File: src/rtl/cpu_step_sequencer_pkg.sv
`default_nettype none
// ============================================================================
// Module      : cpu_ctrl_pkg
// Description : Shared types and constants for the CPU step sequencer:
//               phase encodings, PC step, stall limit default and the
//               latched decode-flag bundle.
// Revision    : 1.0 - initial release
// ============================================================================
package cpu_ctrl_pkg;

    typedef enum logic [2:0] {
        PH_IDLE   = 3'd0,
        PH_FETCH  = 3'd1,
        PH_DECODE = 3'd2,
        PH_EXEC   = 3'd3,
        PH_MEM    = 3'd4,
        PH_WB     = 3'd5,
        PH_PCUPD  = 3'd6,
        PH_HALT   = 3'd7
    } phase_e;

    localparam int unsigned PC_STEP       = 4;
    localparam int unsigned MAX_STALL_DEF = 200;

    // Decode information held from DECODE until the instruction retires.
    typedef struct packed {
        logic load;
        logic store;
        logic rd_write;
        logic halt;
    } dec_flags_t;

endpackage
`default_nettype wire

File: src/rtl/cpu_step_sequencer_if.sv
`default_nettype none
// ============================================================================
// Module      : cpu_step_sequencer_if
// Description : Handshake and strobe bundle between the step sequencer and
//               the rest of the CPU. The slave modport is the sequencer view.
// Revision    : 1.0 - initial release
// ============================================================================
interface cpu_step_sequencer_if #(
    parameter int ADDR_W = 64
);
    logic              i_imem_valid;
    logic              i_dmem_stall;
    logic              i_is_load;
    logic              i_is_store;
    logic              i_rd_write;
    logic              i_is_halt;
    logic              i_branch_taken;
    logic [ADDR_W-1:0] i_branch_target;
    logic [ADDR_W-1:0] o_pc;
    logic              o_pc_valid;
    logic              o_imem_req;
    logic              o_dmem_ren;
    logic              o_dmem_wen;
    logic              o_rf_we;
    logic [2:0]        o_phase;
    logic              o_finish;
    logic              o_error;

    modport master (
        output i_imem_valid, i_dmem_stall, i_is_load, i_is_store, i_rd_write,
               i_is_halt, i_branch_taken, i_branch_target,
        input  o_pc, o_pc_valid, o_imem_req, o_dmem_ren, o_dmem_wen, o_rf_we,
               o_phase, o_finish, o_error
    );

    modport slave (
        input  i_imem_valid, i_dmem_stall, i_is_load, i_is_store, i_rd_write,
               i_is_halt, i_branch_taken, i_branch_target,
        output o_pc, o_pc_valid, o_imem_req, o_dmem_ren, o_dmem_wen, o_rf_we,
               o_phase, o_finish, o_error
    );
endinterface
`default_nettype wire

File: src/rtl/cpu_step_sequencer_stall_timer.sv
`default_nettype none
// ============================================================================
// Module      : stall_timer
// Description : Saturating wait counter. o_expired flags the cycle in which
//               the LIMIT-th consecutive stalled cycle is being spent.
// Revision    : 1.0 - initial release
// ============================================================================
module stall_timer #(
    parameter int TMO_W = 8,
    parameter int LIMIT = 200
) (
    input  wire logic i_clk,
    input  wire logic i_rst,
    input  wire logic i_clr,
    input  wire logic i_en,
    output logic      o_expired
);
    localparam logic [TMO_W-1:0] c_LAST = TMO_W'(LIMIT - 1);

    logic [TMO_W-1:0] r_count;

    // Count stalled cycles; cleared whenever the owner phase is not active.
    always_ff @(posedge i_clk or posedge i_rst) begin
        if (i_rst)
            r_count <= '0;
        else if (i_clr)
            r_count <= '0;
        else if (i_en && !o_expired)
            r_count <= r_count + TMO_W'(1);
    end

    assign o_expired = (r_count == c_LAST);

endmodule
`default_nettype wire

File: src/rtl/cpu_step_sequencer.sv
`default_nettype none
// ============================================================================
// Module      : cpu_step_sequencer
// Description : Multi-cycle instruction sequencer. Walks each instruction
//               through FETCH/DECODE/EXEC/MEM/WB/PCUPD, owns the PC and
//               stops on halt, misaligned branch target or stall timeout.
// Revision    : 1.0 - initial release
// ============================================================================
module cpu_step_sequencer
    import cpu_ctrl_pkg::*;
#(
    parameter int ADDR_W    = 64,
    parameter int TMO_W     = 8,
    parameter int MAX_STALL = MAX_STALL_DEF
) (
    input  wire logic            i_clk,
    input  wire logic            i_rst,
    cpu_step_sequencer_if.slave  bus
);
    localparam logic [2:0] c_ST_IDLE   = PH_IDLE;
    localparam logic [2:0] c_ST_FETCH  = PH_FETCH;
    localparam logic [2:0] c_ST_DECODE = PH_DECODE;
    localparam logic [2:0] c_ST_EXEC   = PH_EXEC;
    localparam logic [2:0] c_ST_MEM    = PH_MEM;
    localparam logic [2:0] c_ST_WB     = PH_WB;
    localparam logic [2:0] c_ST_PCUPD  = PH_PCUPD;
    localparam logic [2:0] c_ST_HALT   = PH_HALT;

    logic [2:0]        r_state;
    logic [2:0]        w_next;
    logic              w_err_set;
    dec_flags_t        r_flags;
    logic              r_br_taken;
    logic [ADDR_W-1:0] r_br_target;
    logic [ADDR_W-1:0] r_pc;
    logic              r_pc_valid;
    logic              r_error;
    logic              w_expired;
    logic              w_misaligned;

    // A taken branch to a non-word address is a fatal fault at PC update.
    assign w_misaligned = r_br_taken && (r_br_target[1:0] != 2'b00);

    stall_timer #(
        .TMO_W (TMO_W),
        .LIMIT (MAX_STALL)
    ) u_stall_timer (
        .i_clk     (i_clk),
        .i_rst     (i_rst),
        .i_clr     ((r_state != c_ST_FETCH) && (r_state != c_ST_MEM)),
        .i_en      (((r_state == c_ST_FETCH) && !bus.i_imem_valid) ||
                    ((r_state == c_ST_MEM)   &&  bus.i_dmem_stall)),
        .o_expired (w_expired)
    );

    // Next-phase selection; a completed handshake takes priority over timeout.
    always_comb begin
        w_next    = r_state;
        w_err_set = 1'b0;
        case (r_state)
            c_ST_IDLE:   w_next = c_ST_FETCH;
            c_ST_FETCH: begin
                if (bus.i_imem_valid) begin
                    w_next = c_ST_DECODE;
                end else if (w_expired) begin
                    w_next    = c_ST_HALT;
                    w_err_set = 1'b1;
                end
            end
            c_ST_DECODE: w_next = c_ST_EXEC;
            c_ST_EXEC:   w_next = (r_flags.load || r_flags.store) ? c_ST_MEM : c_ST_WB;
            c_ST_MEM: begin
                if (!bus.i_dmem_stall) begin
                    w_next = c_ST_WB;
                end else if (w_expired) begin
                    w_next    = c_ST_HALT;
                    w_err_set = 1'b1;
                end
            end
            c_ST_WB:     w_next = c_ST_PCUPD;
            c_ST_PCUPD: begin
                if (w_misaligned) begin
                    w_next    = c_ST_HALT;
                    w_err_set = 1'b1;
                end else if (r_flags.halt) begin
                    w_next = c_ST_HALT;
                end else begin
                    w_next = c_ST_FETCH;
                end
            end
            c_ST_HALT:   w_next = c_ST_HALT;
            default:     w_next = c_ST_HALT;
        endcase
    end

    // Phase register plus the sticky error flag.
    always_ff @(posedge i_clk or posedge i_rst) begin
        if (i_rst) begin
            r_state <= c_ST_IDLE;
            r_error <= 1'b0;
        end else begin
            r_state <= w_next;
            if (w_err_set)
                r_error <= 1'b1;
        end
    end

    // Capture decode flags at the end of DECODE and branch info at end of EXEC.
    always_ff @(posedge i_clk or posedge i_rst) begin
        if (i_rst) begin
            r_flags     <= '0;
            r_br_taken  <= 1'b0;
            r_br_target <= '0;
        end else begin
            if (r_state == c_ST_DECODE) begin
                r_flags.load     <= bus.i_is_load;
                r_flags.store    <= bus.i_is_store;
                r_flags.rd_write <= bus.i_rd_write;
                r_flags.halt     <= bus.i_is_halt;
            end
            if (r_state == c_ST_EXEC) begin
                r_br_taken  <= bus.i_branch_taken;
                r_br_target <= bus.i_branch_target;
            end
        end
    end

    // PC update at the end of PCUPD; valid pulse is seen alongside the new PC.
    always_ff @(posedge i_clk or posedge i_rst) begin
        if (i_rst) begin
            r_pc       <= '0;
            r_pc_valid <= 1'b0;
        end else if ((r_state == c_ST_PCUPD) && !w_misaligned) begin
            r_pc       <= r_br_taken ? r_br_target : (r_pc + ADDR_W'(PC_STEP));
            r_pc_valid <= 1'b1;
        end else begin
            r_pc_valid <= 1'b0;
        end
    end

    // Strobes decode straight from the phase so a reset kills them at once.
    assign bus.o_imem_req = (r_state == c_ST_FETCH);
    assign bus.o_dmem_ren = (r_state == c_ST_MEM) && r_flags.load;
    assign bus.o_dmem_wen = (r_state == c_ST_MEM) && r_flags.store && !r_flags.load;
    assign bus.o_rf_we    = (r_state == c_ST_WB) && r_flags.rd_write;
    assign bus.o_pc       = r_pc;
    assign bus.o_pc_valid = r_pc_valid;
    assign bus.o_phase    = r_state;
    assign bus.o_finish   = (r_state == c_ST_HALT);
    assign bus.o_error    = r_error;

endmodule
`default_nettype wire

File: src/flat_wrapper.sv
// flat-port wrapper written by rule: the top's interface ports become plain ports
module cpu_step_sequencer_flat import cpu_ctrl_pkg::*;
#(
    parameter int ADDR_W    = 64,
    parameter int TMO_W     = 8,
    parameter int MAX_STALL = MAX_STALL_DEF
)
  (i_clk, i_rst, bus_i_imem_valid, bus_i_dmem_stall, bus_i_is_load, bus_i_is_store, bus_i_rd_write, bus_i_is_halt, bus_i_branch_taken, bus_i_branch_target, bus_o_pc, bus_o_pc_valid, bus_o_imem_req, bus_o_dmem_ren, bus_o_dmem_wen, bus_o_rf_we, bus_o_phase, bus_o_finish, bus_o_error);
  cpu_step_sequencer_if #(.ADDR_W(ADDR_W)) bus_i ();
  input  wire logic i_clk;
  input  wire logic i_rst;
  input wire logic [$bits(bus_i.i_imem_valid)-1:0] bus_i_imem_valid;
  input wire logic [$bits(bus_i.i_dmem_stall)-1:0] bus_i_dmem_stall;
  input wire logic [$bits(bus_i.i_is_load)-1:0] bus_i_is_load;
  input wire logic [$bits(bus_i.i_is_store)-1:0] bus_i_is_store;
  input wire logic [$bits(bus_i.i_rd_write)-1:0] bus_i_rd_write;
  input wire logic [$bits(bus_i.i_is_halt)-1:0] bus_i_is_halt;
  input wire logic [$bits(bus_i.i_branch_taken)-1:0] bus_i_branch_taken;
  input wire logic [$bits(bus_i.i_branch_target)-1:0] bus_i_branch_target;
  output wire logic [$bits(bus_i.o_pc)-1:0] bus_o_pc;
  output wire logic [$bits(bus_i.o_pc_valid)-1:0] bus_o_pc_valid;
  output wire logic [$bits(bus_i.o_imem_req)-1:0] bus_o_imem_req;
  output wire logic [$bits(bus_i.o_dmem_ren)-1:0] bus_o_dmem_ren;
  output wire logic [$bits(bus_i.o_dmem_wen)-1:0] bus_o_dmem_wen;
  output wire logic [$bits(bus_i.o_rf_we)-1:0] bus_o_rf_we;
  output wire logic [$bits(bus_i.o_phase)-1:0] bus_o_phase;
  output wire logic [$bits(bus_i.o_finish)-1:0] bus_o_finish;
  output wire logic [$bits(bus_i.o_error)-1:0] bus_o_error;
  assign bus_i.i_imem_valid = bus_i_imem_valid;
  assign bus_i.i_dmem_stall = bus_i_dmem_stall;
  assign bus_i.i_is_load = bus_i_is_load;
  assign bus_i.i_is_store = bus_i_is_store;
  assign bus_i.i_rd_write = bus_i_rd_write;
  assign bus_i.i_is_halt = bus_i_is_halt;
  assign bus_i.i_branch_taken = bus_i_branch_taken;
  assign bus_i.i_branch_target = bus_i_branch_target;
  assign bus_o_pc = bus_i.o_pc;
  assign bus_o_pc_valid = bus_i.o_pc_valid;
  assign bus_o_imem_req = bus_i.o_imem_req;
  assign bus_o_dmem_ren = bus_i.o_dmem_ren;
  assign bus_o_dmem_wen = bus_i.o_dmem_wen;
  assign bus_o_rf_we = bus_i.o_rf_we;
  assign bus_o_phase = bus_i.o_phase;
  assign bus_o_finish = bus_i.o_finish;
  assign bus_o_error = bus_i.o_error;
  cpu_step_sequencer #(.ADDR_W(ADDR_W), .TMO_W(TMO_W), .MAX_STALL(MAX_STALL)) u_core (.i_clk(i_clk), .i_rst(i_rst), .bus(bus_i));
endmodule
File: config.mk
export PLATFORM = sky130hd
export DESIGN_NAME = cpu_step_sequencer_flat
export DESIGN_NICKNAME = d
export VERILOG_FILES = /design/src/rtl/cpu_step_sequencer_pkg.sv /design/src/rtl/cpu_step_sequencer_if.sv /design/src/rtl/cpu_step_sequencer_stall_timer.sv /design/src/rtl/cpu_step_sequencer.sv /design/src/flat_wrapper.sv
export SDC_FILE = /design/constraint.sdc
export NUM_CORES = 1
export LEC_CHECK = 0
export ABC_AREA = 0
export CAP_MARGIN = 20
export CORE_MARGIN = 5
export CORE_UTILIZATION = 52
export DETAILED_ROUTE_END_ITERATION = 10
export PLACE_DENSITY = 0.84
export REMOVE_ABC_BUFFERS = 1
export SYNTH_ARGS = -nofsm -noshare
export SYNTH_HDL_FRONTEND = slang
export SYNTH_SLANG_ARGS = --single-unit
File: constraint.sdc
create_clock -name i_clk -period 7.1 [get_ports i_clk]
set_input_delay 2.13 -clock i_clk [delete_from_list [all_inputs] [get_ports i_clk]]
set_output_delay 2.13 -clock i_clk [all_outputs]
set_load 0.02 [all_outputs]
After elaboration in Yosys (flattened, before gate mapping)
Cells that the tools add are included.
Widths: inputs -> output; s select.
- register bits after elaboration: 146
- input bits: 73
- output and inout bits: 74
- logic and storage cells: 58
- reductions and logical operators: 19
- add/subtract/negate cells: 2
- eq/ne operators: 10
- muxes and demuxes: 16
- operator list (cell ; number):
    $add 64x3->64 const B ; 1
    $mux 64 ; 1
    $pmux 3 s8 ; 1
    $mux 8 ; 2
    $mux 3 ; 5
    $eq 3x3->1 const B ; 4
    $logic_and 1x1->1 ; 10
    $add 8x1->8 const B ; 1
    $eq 8x8->1 const B ; 1
    $eq 3x2->1 const B ; 2
    $mux 1 ; 6
    $logic_not 1->1 ; 4
    $reduce_bool 2->1 ; 2
    $eq 3x1->1 const B ; 1
    $logic_not 3->1 ; 1
    $ne 3x1->1 const B ; 1
    $ne 3x3->1 const B ; 1
    $pmux 1 s3 ; 1
    $logic_or 1x1->1 ; 2

Depth between registers and ports, before layout
Gate-level depths: netlist (run 1).
- word-level depth: 6
- mapped depth: 9
- gate-level depth less buffers: 7

Hierarchy
A second synthesis (run 1) with hierarchy kept.
- cells, all modules: 753
- area total of the unflattened synthesis: 7658.6 µm²
- by module, submodules not included (module ; area each (µm²) ; cells each ; seq. area each (µm²) ; times used):
    cpu_step_sequencer ; 7186.9 ; 705 ; 3453.3 ; 1
    stall_timer ; 471.7 ; 48 ; 200.2 ; 1

Worst setup path before layout (run 1)
OpenSTA, ideal clock, no wires.
- path type: reg2out
- start point: register u_core.r_state[2], in the netlist u_core.bus.o_phase[2]
- end point: output port bus_o_dmem_wen
- path buffers: 1
- arrival: 1771 ps
- cell stages (with the launch flop): 4
- slack: 3199 ps
- data required time: 4970 ps
- path through: dfrtp_1 > clkbuf_1 > or3b_2 > nor3b_1
- word-level cells in the longest chain between the ends: 3
- ends and longest elaborated chain (item ; line ; RTL):
    start, declared ; cpu_step_sequencer.sv:29 ; logic [2:0] r_state;
    start signal, assigned ; cpu_step_sequencer.sv:99 ; r_state <= c_ST_IDLE;
    start signal, assigned ; cpu_step_sequencer.sv:102 ; r_state <= w_next;
    $eq 3x3->1 ; cpu_step_sequencer.sv:144 ; assign bus.o_dmem_wen = (r_state == c_ST_MEM) && r_flags.store && !r_flags.load;
    $logic_and 1x1->1 (2 in series) ; cpu_step_sequencer.sv:144 ;
    end, declared ; flat_wrapper.sv:24 ; output wire logic [$bits(bus_i.o_dmem_wen)-1:0] bus_o_dmem_wen;
No other way between the ends.

Worst setup path in the final report (run 1)
- start point: register u_core.r_state[1], in the netlist u_core.bus.o_phase[1]
- end point: output port bus_o_dmem_wen
The elaborated chain is that of the path after synthesis.

==> results of run 1 <==
==> worst register-to-register path, stage by stage (launching register included) <==
cell and delay (ps):
dfrtp_1 450, ha_1 280, nand4_1 200, nor3_1 590
nand3_1 400, or4b_2 710, o21ai_0 90, a21oi_1 80
==> through the flow <==
stage	utilization [%]	cells	power [uW]	hold slack (ps)
final	69.45	1063	4134	487.0
after global routing	69.45	1063	4371	497.6
after CTS	69.45	1063	4142	483.6
after detailed placement	64.48	1031	3071	464.9
after global placement	64.48	1031	3014	466.2
after floorplan	-	698	2451	445.3
==> logic make-up (layout without fill, tap and decap cells) <==
logic type	count (synthesis)	count (layout)
and+or+nand+nor	292	292
xor gates and xnor gates	5	5
buffers and inverters	57	195
DFF	146	146
adders and majority gates	2	2
AOI/OAI and AO/OA	170	170
muxes	73	73
==> cell usage in the layout, fill, tap and decap left out, types with 8 or more instances in the layout <==
cell and instances:
dfrtp_1 145, clkbuf_16 17, mux2_2 68, o22ai_1 11, a22oi_1 10, nor3_1 17, and4_1 10, nand2_1 57
or3_1 11, a21oi_1 41, nor4_1 13, clkdlybuf4s50_1 146, nand4_1 27, a31oi_1 14, and3_1 22, nand3_1 45
o21ai_0 34, nor2_1 52, a311oi_1 8
==> sequential cells by signal, indices dropped and copies added (netlist names) <==
| name | count |
|---|---|
| u_core.bus.o_pc | 64 |
| u_core.r_br_target | 64 |
| u_core.u_stall_timer.r_count | 8 |
| u_core.r_flags | 4 |
| u_core.bus.o_phase | 3 |
| u_core.bus.o_error | 1 |
| u_core.bus.o_pc_valid | 1 |
| u_core.r_br_taken | 1 |
==> routing by layer <==
metal / up-vias / track usage [%] / part of all wire (%)
met5: - / 0 / 0
met4: 0 / 8.619 / 2.2
met3: 37 / 6.549 / 7.6
met2: 281 / 40.70 / 49
met1: 3228 / 33.20 / 41
li1: 3074 / - / -
==> cell type report <==
type                            instances  share of cell area (%)
Sequential cell                       146                   37.62
Multi-Input combinational cell        542                   36.88
Clock buffer                           23                   5.126
Inverter                               10                  0.4379
Clock inverter                          9                   2.035
Timing Repair Buffer                  153                   15.58
Tap cell                              180                   2.318
==> where the power goes <==
group	internal [uW]	switching, uW
sequential	1170	345
clock	705	348
combinational	754	816
==> how the worst min path moves through the flow <==
stage,startpoint,end,slack (ps),cells past startpoint
floorplan,u_core.u_stall_timer.r_count[7],u_core.u_stall_timer.r_count[7],450,1
global placement,u_core.u_stall_timer.r_count[7],u_core.u_stall_timer.r_count[7],470,1
detailed placement,u_core.bus.o_error,u_core.bus.o_error,460,1
CTS,u_core.u_stall_timer.r_count[7],u_core.u_stall_timer.r_count[7],480,1
global route,u_core.bus.o_pc[0],u_core.bus.o_pc[0],500,1
finish,u_core.u_stall_timer.r_count[7],u_core.u_stall_timer.r_count[7],490,1
==> flow_metrics.env, run 1 <==
export IMPL_status="complete, no violations"
export IMPL_ios=147
export IMPL_initial_utilization_pct=53.29
export IMPL_r2r_start="u_core.bus.o_pc[2]"
export IMPL_post_place_ws_ps=2923
export IMPL_num_antenna_cells=0
export IMPL_synth_top_area_share_pct=49.01
export IMPL_yosys_warnings=0
export IMPL_path_cells="or3b_2 > nor3b_1 > clkdlybuf4s50_1"
export IMPL_worst_pin_slew_ps=943.7
export IMPL_synth_compound_area_share_pct=14.97
export IMPL_synth_mux_area_share_pct=10.94
export IMPL_ir_drop_v=0.0002399
export IMPL_slew_headroom_pct=36.51
export IMPL_crit_slowest_cell="clkdlybuf4s50_1"
export IMPL_cp_required_ps=4970
export IMPL_synth_cell_types=61
export IMPL_yosysTopAreaCell="dfrtp_1"
export IMPL_placed_cell_area_um2=9020
export IMPL_antenna_found_initial=0
export IMPL_cp_arrival_ps=2350
export IMPL_synth_xor_area_share_pct=0.5874
export IMPL_cts_hold_buf=0
export IMPL_fin_ws_ps=2616
export IMPL_leakage_uw=0.003901
export IMPL_die_area_um2=16830
export IMPL_cp_end_kind="primary output"
export IMPL_cp_max_fo=15
export IMPL_critical_path_depth=3
export IMPL_synthCells=745
export IMPL_yosys_area_share_simple_pct=21.20
export IMPL_cts_path_max_buffers=2
export IMPL_groute_usage_overall_pct=25.17
export IMPL_finalSetupTns_ps=0
export IMPL_finalSetupViolations=0
export IMPL_synth_top_cells_by_area="dfrtp_1, mux2_2, nand3_1"
export IMPL_gr_total_overflow=0
export IMPL_via_count=6620
export IMPL_synth_top_family_by_area="simple AND/OR/NAND/NOR gates"
export IMPL_synthAdderAreaFrac_pct=0.3357
export IMPL_cts_sink_count=146
export IMPL_finish_net_count=945
export IMPL_critical_path_class="flip-flop to primary output"
export IMPL_grt_pass1_wl_mm=33.35
export IMPL_cts_setup_buffers=0
export IMPL_slowest_delay_ps=640
export IMPL_hold_viol=0
export IMPL_row_count=43
export IMPL_clkLatencyLatePin_ps=430
export IMPL_hold_path_class="flip-flop to flip-flop"
export IMPL_drt_wirelength_per_cell_um=19.47
export IMPL_post_route_period_util_pct=63.15
export IMPL_cts_tree="built"
export IMPL_period_needed_ps=4484
export IMPL_drv_cap=0
export IMPL_async_flop_share_pct=100.0
export IMPL_die_h_um=129.7
export IMPL_drt_iter0_drc=760
export IMPL_startpoint="u_core.bus.o_phase[1]"
export IMPL_start_kind="flip-flop"
export IMPL_yosysSeqAreaShare_pct=49.01
export IMPL_r2r_setup_slack_ps=4150
export IMPL_ys_top_cells_by_count="dfrtp_1, mux2_2, nand2_1, nor2_1, nand3_1"
export IMPL_cp_endpoint="bus_o_dmem_wen"
export IMPL_portBuffers=146
export IMPL_ys_flop_type="dfrtp_1"
export IMPL_path_buf_inv=1
export IMPL_netlist_area_um2=7455
export IMPL_rsz0062_at_grt="no"
export IMPL_cts_buffers=17
export IMPL_drt_wl_total_mm=20.70
export IMPL_grt_pass1_vias=6523
export IMPL_grt_max_degree=98
export IMPL_drt_pass1_iter_count=5
export IMPL_cts_max_level=4
export IMPL_synth_area_per_cell_um2=10.01
export IMPL_core_area_um2=13990
export IMPL_area_growth_pct=30.33
export IMPL_multi_input_area_um2=3583
export IMPL_fmax_mhz=223.0
export IMPL_dp_final_hpwl_mm=13.68
export IMPL_timing_rr_end="u_core.bus.o_pc[32]"
export IMPL_drv_slew=0
export IMPL_gp_congestion=0.8526
export IMPL_layout_drive_gt1_share_pct=13.48
export IMPL_ys_ff_latch=146
export IMPL_die_width_um=129.7
export IMPL_root_buffer="clkbuf_16"
export IMPL_seqCellArea_um2=3655
export IMPL_yosysMostFrequentCell="dfrtp_1"
export IMPL_ant_nets=0
export IMPL_r2r_cells=7
export IMPL_synth_edf_count=0
export IMPL_finClkSkew_ps=8.958
export IMPL_final_area_um2=9716
export IMPL_cts_resized=0
export IMPL_drc=0
export IMPL_clk_transition_reported_paths_ps=60
export IMPL_vias_per_cell=6.228
export IMPL_power_density_nw_per_um2=425.5
export IMPL_critPathTopFamily="simple AND/OR/NAND/NOR gates"
export IMPL_n_fill_cell=1052
(Power assumes the default switching activity.)
==> inputs of run 2 (changes only) <==
==> constraint.sdc (replaced) <==
create_clock -name i_clk -period 4.15 [get_ports i_clk]
set_input_delay 1.245 -clock i_clk [delete_from_list [all_inputs] [get_ports i_clk]]
set_output_delay 1.245 -clock i_clk [all_outputs]
set_load 0.02 [all_outputs]
==> run 2 against run 1 <==
Net effect:
- power up 63%
- critical path depth did not move
- clock power up 38%
- final area is 1.1% lower
- largest power group unchanged
- worst setup slack worse by 2100 ps
- sequential share of layout area rose by 0.41 points
- critical endpoint unchanged
- cell count increased by 0.19%
- largest cell class unchanged
- hold slack got worse by 2.5 ps
- sequential power grew 68%
==> flow_metrics.env, run 2 (synthesis gave the netlist of run 1 again) <==
export IMPL_grt_pass1_vias=6244
export IMPL_r2r_setup_slack_ps=1270
export IMPL_cp_required_ps=2900
export IMPL_drt_iter0_drc=751
export IMPL_num_antenna_cells=0
export IMPL_power_uw=6729
export IMPL_whs_path_depth=1
export IMPL_cts_path_max_buffers=2
export IMPL_power_density_nw_per_um2=700.2
export IMPL_r2r_start="u_core.bus.o_pc[2]"
export IMPL_switching_share_pct=38.09
export IMPL_slew_headroom_pct=35.72
export IMPL_r2r_cells=7
export IMPL_leakage_uw=0.003856
export IMPL_cts_resized=0
export IMPL_die_h_um=129.7
export IMPL_cts_sink_count=146
export IMPL_timing_rr_end="u_core.bus.o_pc[32]"
export IMPL_dp_cells=1035
export IMPL_root_buffer="clkbuf_16"
export IMPL_final_cell_mix="clkdlybuf4s50_1, dfrtp_1, mux2_2, nand2_1, nor2_1"
export IMPL_drv_cap=0
export IMPL_dp_final_hpwl_mm=13.94
export IMPL_fin_util_pct=68.70
export IMPL_drt_wirelength_per_cell_um=19.33
export IMPL_ant_nets=0
export IMPL_critical_path_class="flip-flop to primary output"
export IMPL_n_fill_cell=1060
export IMPL_gp_congestion=0.8814
export IMPL_cts_buffers=17
export IMPL_seq_power_share_pct=37.8
export IMPL_cp_end_kind="primary output"
export IMPL_clkLatencyLatePin_ps=430
export IMPL_groute_usage_overall_pct=24.82
export IMPL_initial_utilization_pct=53.29
export IMPL_hold_viol=0
export IMPL_die_width_um=129.7
export IMPL_finalSetupViolations=0
export IMPL_portBuffers=146
export IMPL_ios=147
export IMPL_hold_path_end="u_core.bus.o_pc[0]"
export IMPL_final_cells=1065
export IMPL_cts_tree="built"
export IMPL_cp_arrival_ps=2350
export IMPL_post_route_period_util_pct=86.62
export IMPL_multi_input_area_um2=3583
export IMPL_via_count=6628
export IMPL_vias_per_cell=6.223
export IMPL_cp_max_fo=15
export IMPL_status="complete, no violations"
export IMPL_drv_slew=0
export IMPL_finalSetupTns_ps=0
export IMPL_power_internal_uw=4166
export IMPL_hold_start="u_core.bus.o_pc[0]"
export IMPL_p_clk_share_pct=21.5
export IMPL_comb_power_share_pct=40.6
export IMPL_layout_drive_gt1_share_pct=13.67
export IMPL_finClkSkew_ps=12.29
export IMPL_ir_drop_v=0.0004631
export IMPL_fmax_mhz=278.2
export IMPL_start_kind="flip-flop"
export IMPL_hold_path_class="flip-flop to flip-flop"
export IMPL_cts_setup_buffers=0
export IMPL_rsz0062_at_grt="no"
export IMPL_row_count=43
export IMPL_seqCellArea_um2=3655
export IMPL_core_area_um2=13990
export IMPL_drt_pass1_iter_count=7
export IMPL_die_area_um2=16830
export IMPL_power_switching_uw=2563
export IMPL_layout_commonest_cell="clkdlybuf4s50_1"
export IMPL_drc=0
export IMPL_drt_wl_total_mm=20.59
export IMPL_gr_total_overflow=0
export IMPL_cts_max_level=4
export IMPL_period_needed_ps=3595
export IMPL_worst_pin_slew_ps=955.4
export IMPL_grt_max_degree=67
export IMPL_cts_hold_buf=0
export IMPL_grt_pass1_wl_mm=32.92
export IMPL_antenna_found_initial=0
export IMPL_area_growth_pct=28.92
export IMPL_finish_net_count=949
export IMPL_clk_transition_reported_paths_ps=60
run 2: cell types whose count changed in the layout (fill, tap and decap cells not counted), sizes merged:
cell / before / now
clkinv: 3 / 9
clkbuf: 23 / 18
buf: 7 / 11
bufinv: 6 / 2
clkinvlp: 1 / 2
run 2: critical path: stages, from the launching register on:
cell and delay [ps]:
dfrtp_1 580, or3b_2 520, nor3b_1 190, clkdlybuf4s50_1 630
run 2: stage by stage:
step	setup WS [ps]	hold slack [ps]	cell area, um^2
2_1_floorplan	-1018	445.3	7272
3_3_place_gp	955.1	465.0	9062
3_5_place_dp	891.0	471.8	9062
4_1_cts	548.8	489.2	9610
5_1_grt	454.5	506.5	9610
6_report	555.2	484.5	9610
run 2: power groups by stage:
stage,registers [uW],clock network (uW),logic [uW]
after floorplan,2680,0,1510
after global placement,2520,0,2650
after detailed placement,2540,0,2720
after CTS,2530,1470,2740
after global routing,2620,1530,2990
final,2540,1450,2740
run 2: area by class of cell:
class	count	area share, %
flip-flops and latches	146	38.03
multi-input cells	542	37.29
repair buffers	157	16.20
clock buffers	18	4.466
well taps	180	2.343
clock inverters	12	1.237
inverters	10	0.4427
run 2: how the worst max path moves through the flow:
stage | start | end | cells after the start
finish | u_core.bus.o_phase[2] | bus_o_dmem_wen | 3
global route | u_core.bus.o_phase[2] | bus_o_dmem_wen | 3
CTS | u_core.bus.o_phase[2] | bus_o_dmem_wen | 3
detailed placement | bus_i_imem_valid | u_core.u_stall_timer.r_count[7] | 7
global placement | bus_i_imem_valid | u_core.u_stall_timer.r_count[6] | 7
floorplan | i_rst | u_core.bus.o_error | 1
run 2: routing by layer:
layer | track usage [%] | part of all wire [%] | up-vias | wire [um]
met4 | 7.885 | 2.6 | 0 | 531
met2 | 39.73 | 48 | 311 | 9888
li1 | - | - | 3072 | -
met3 | 6.713 | 8.0 | 44 | 1641
met5 | 0 | 0 | - | 0
met1 | 33.15 | 41 | 3201 | 8524
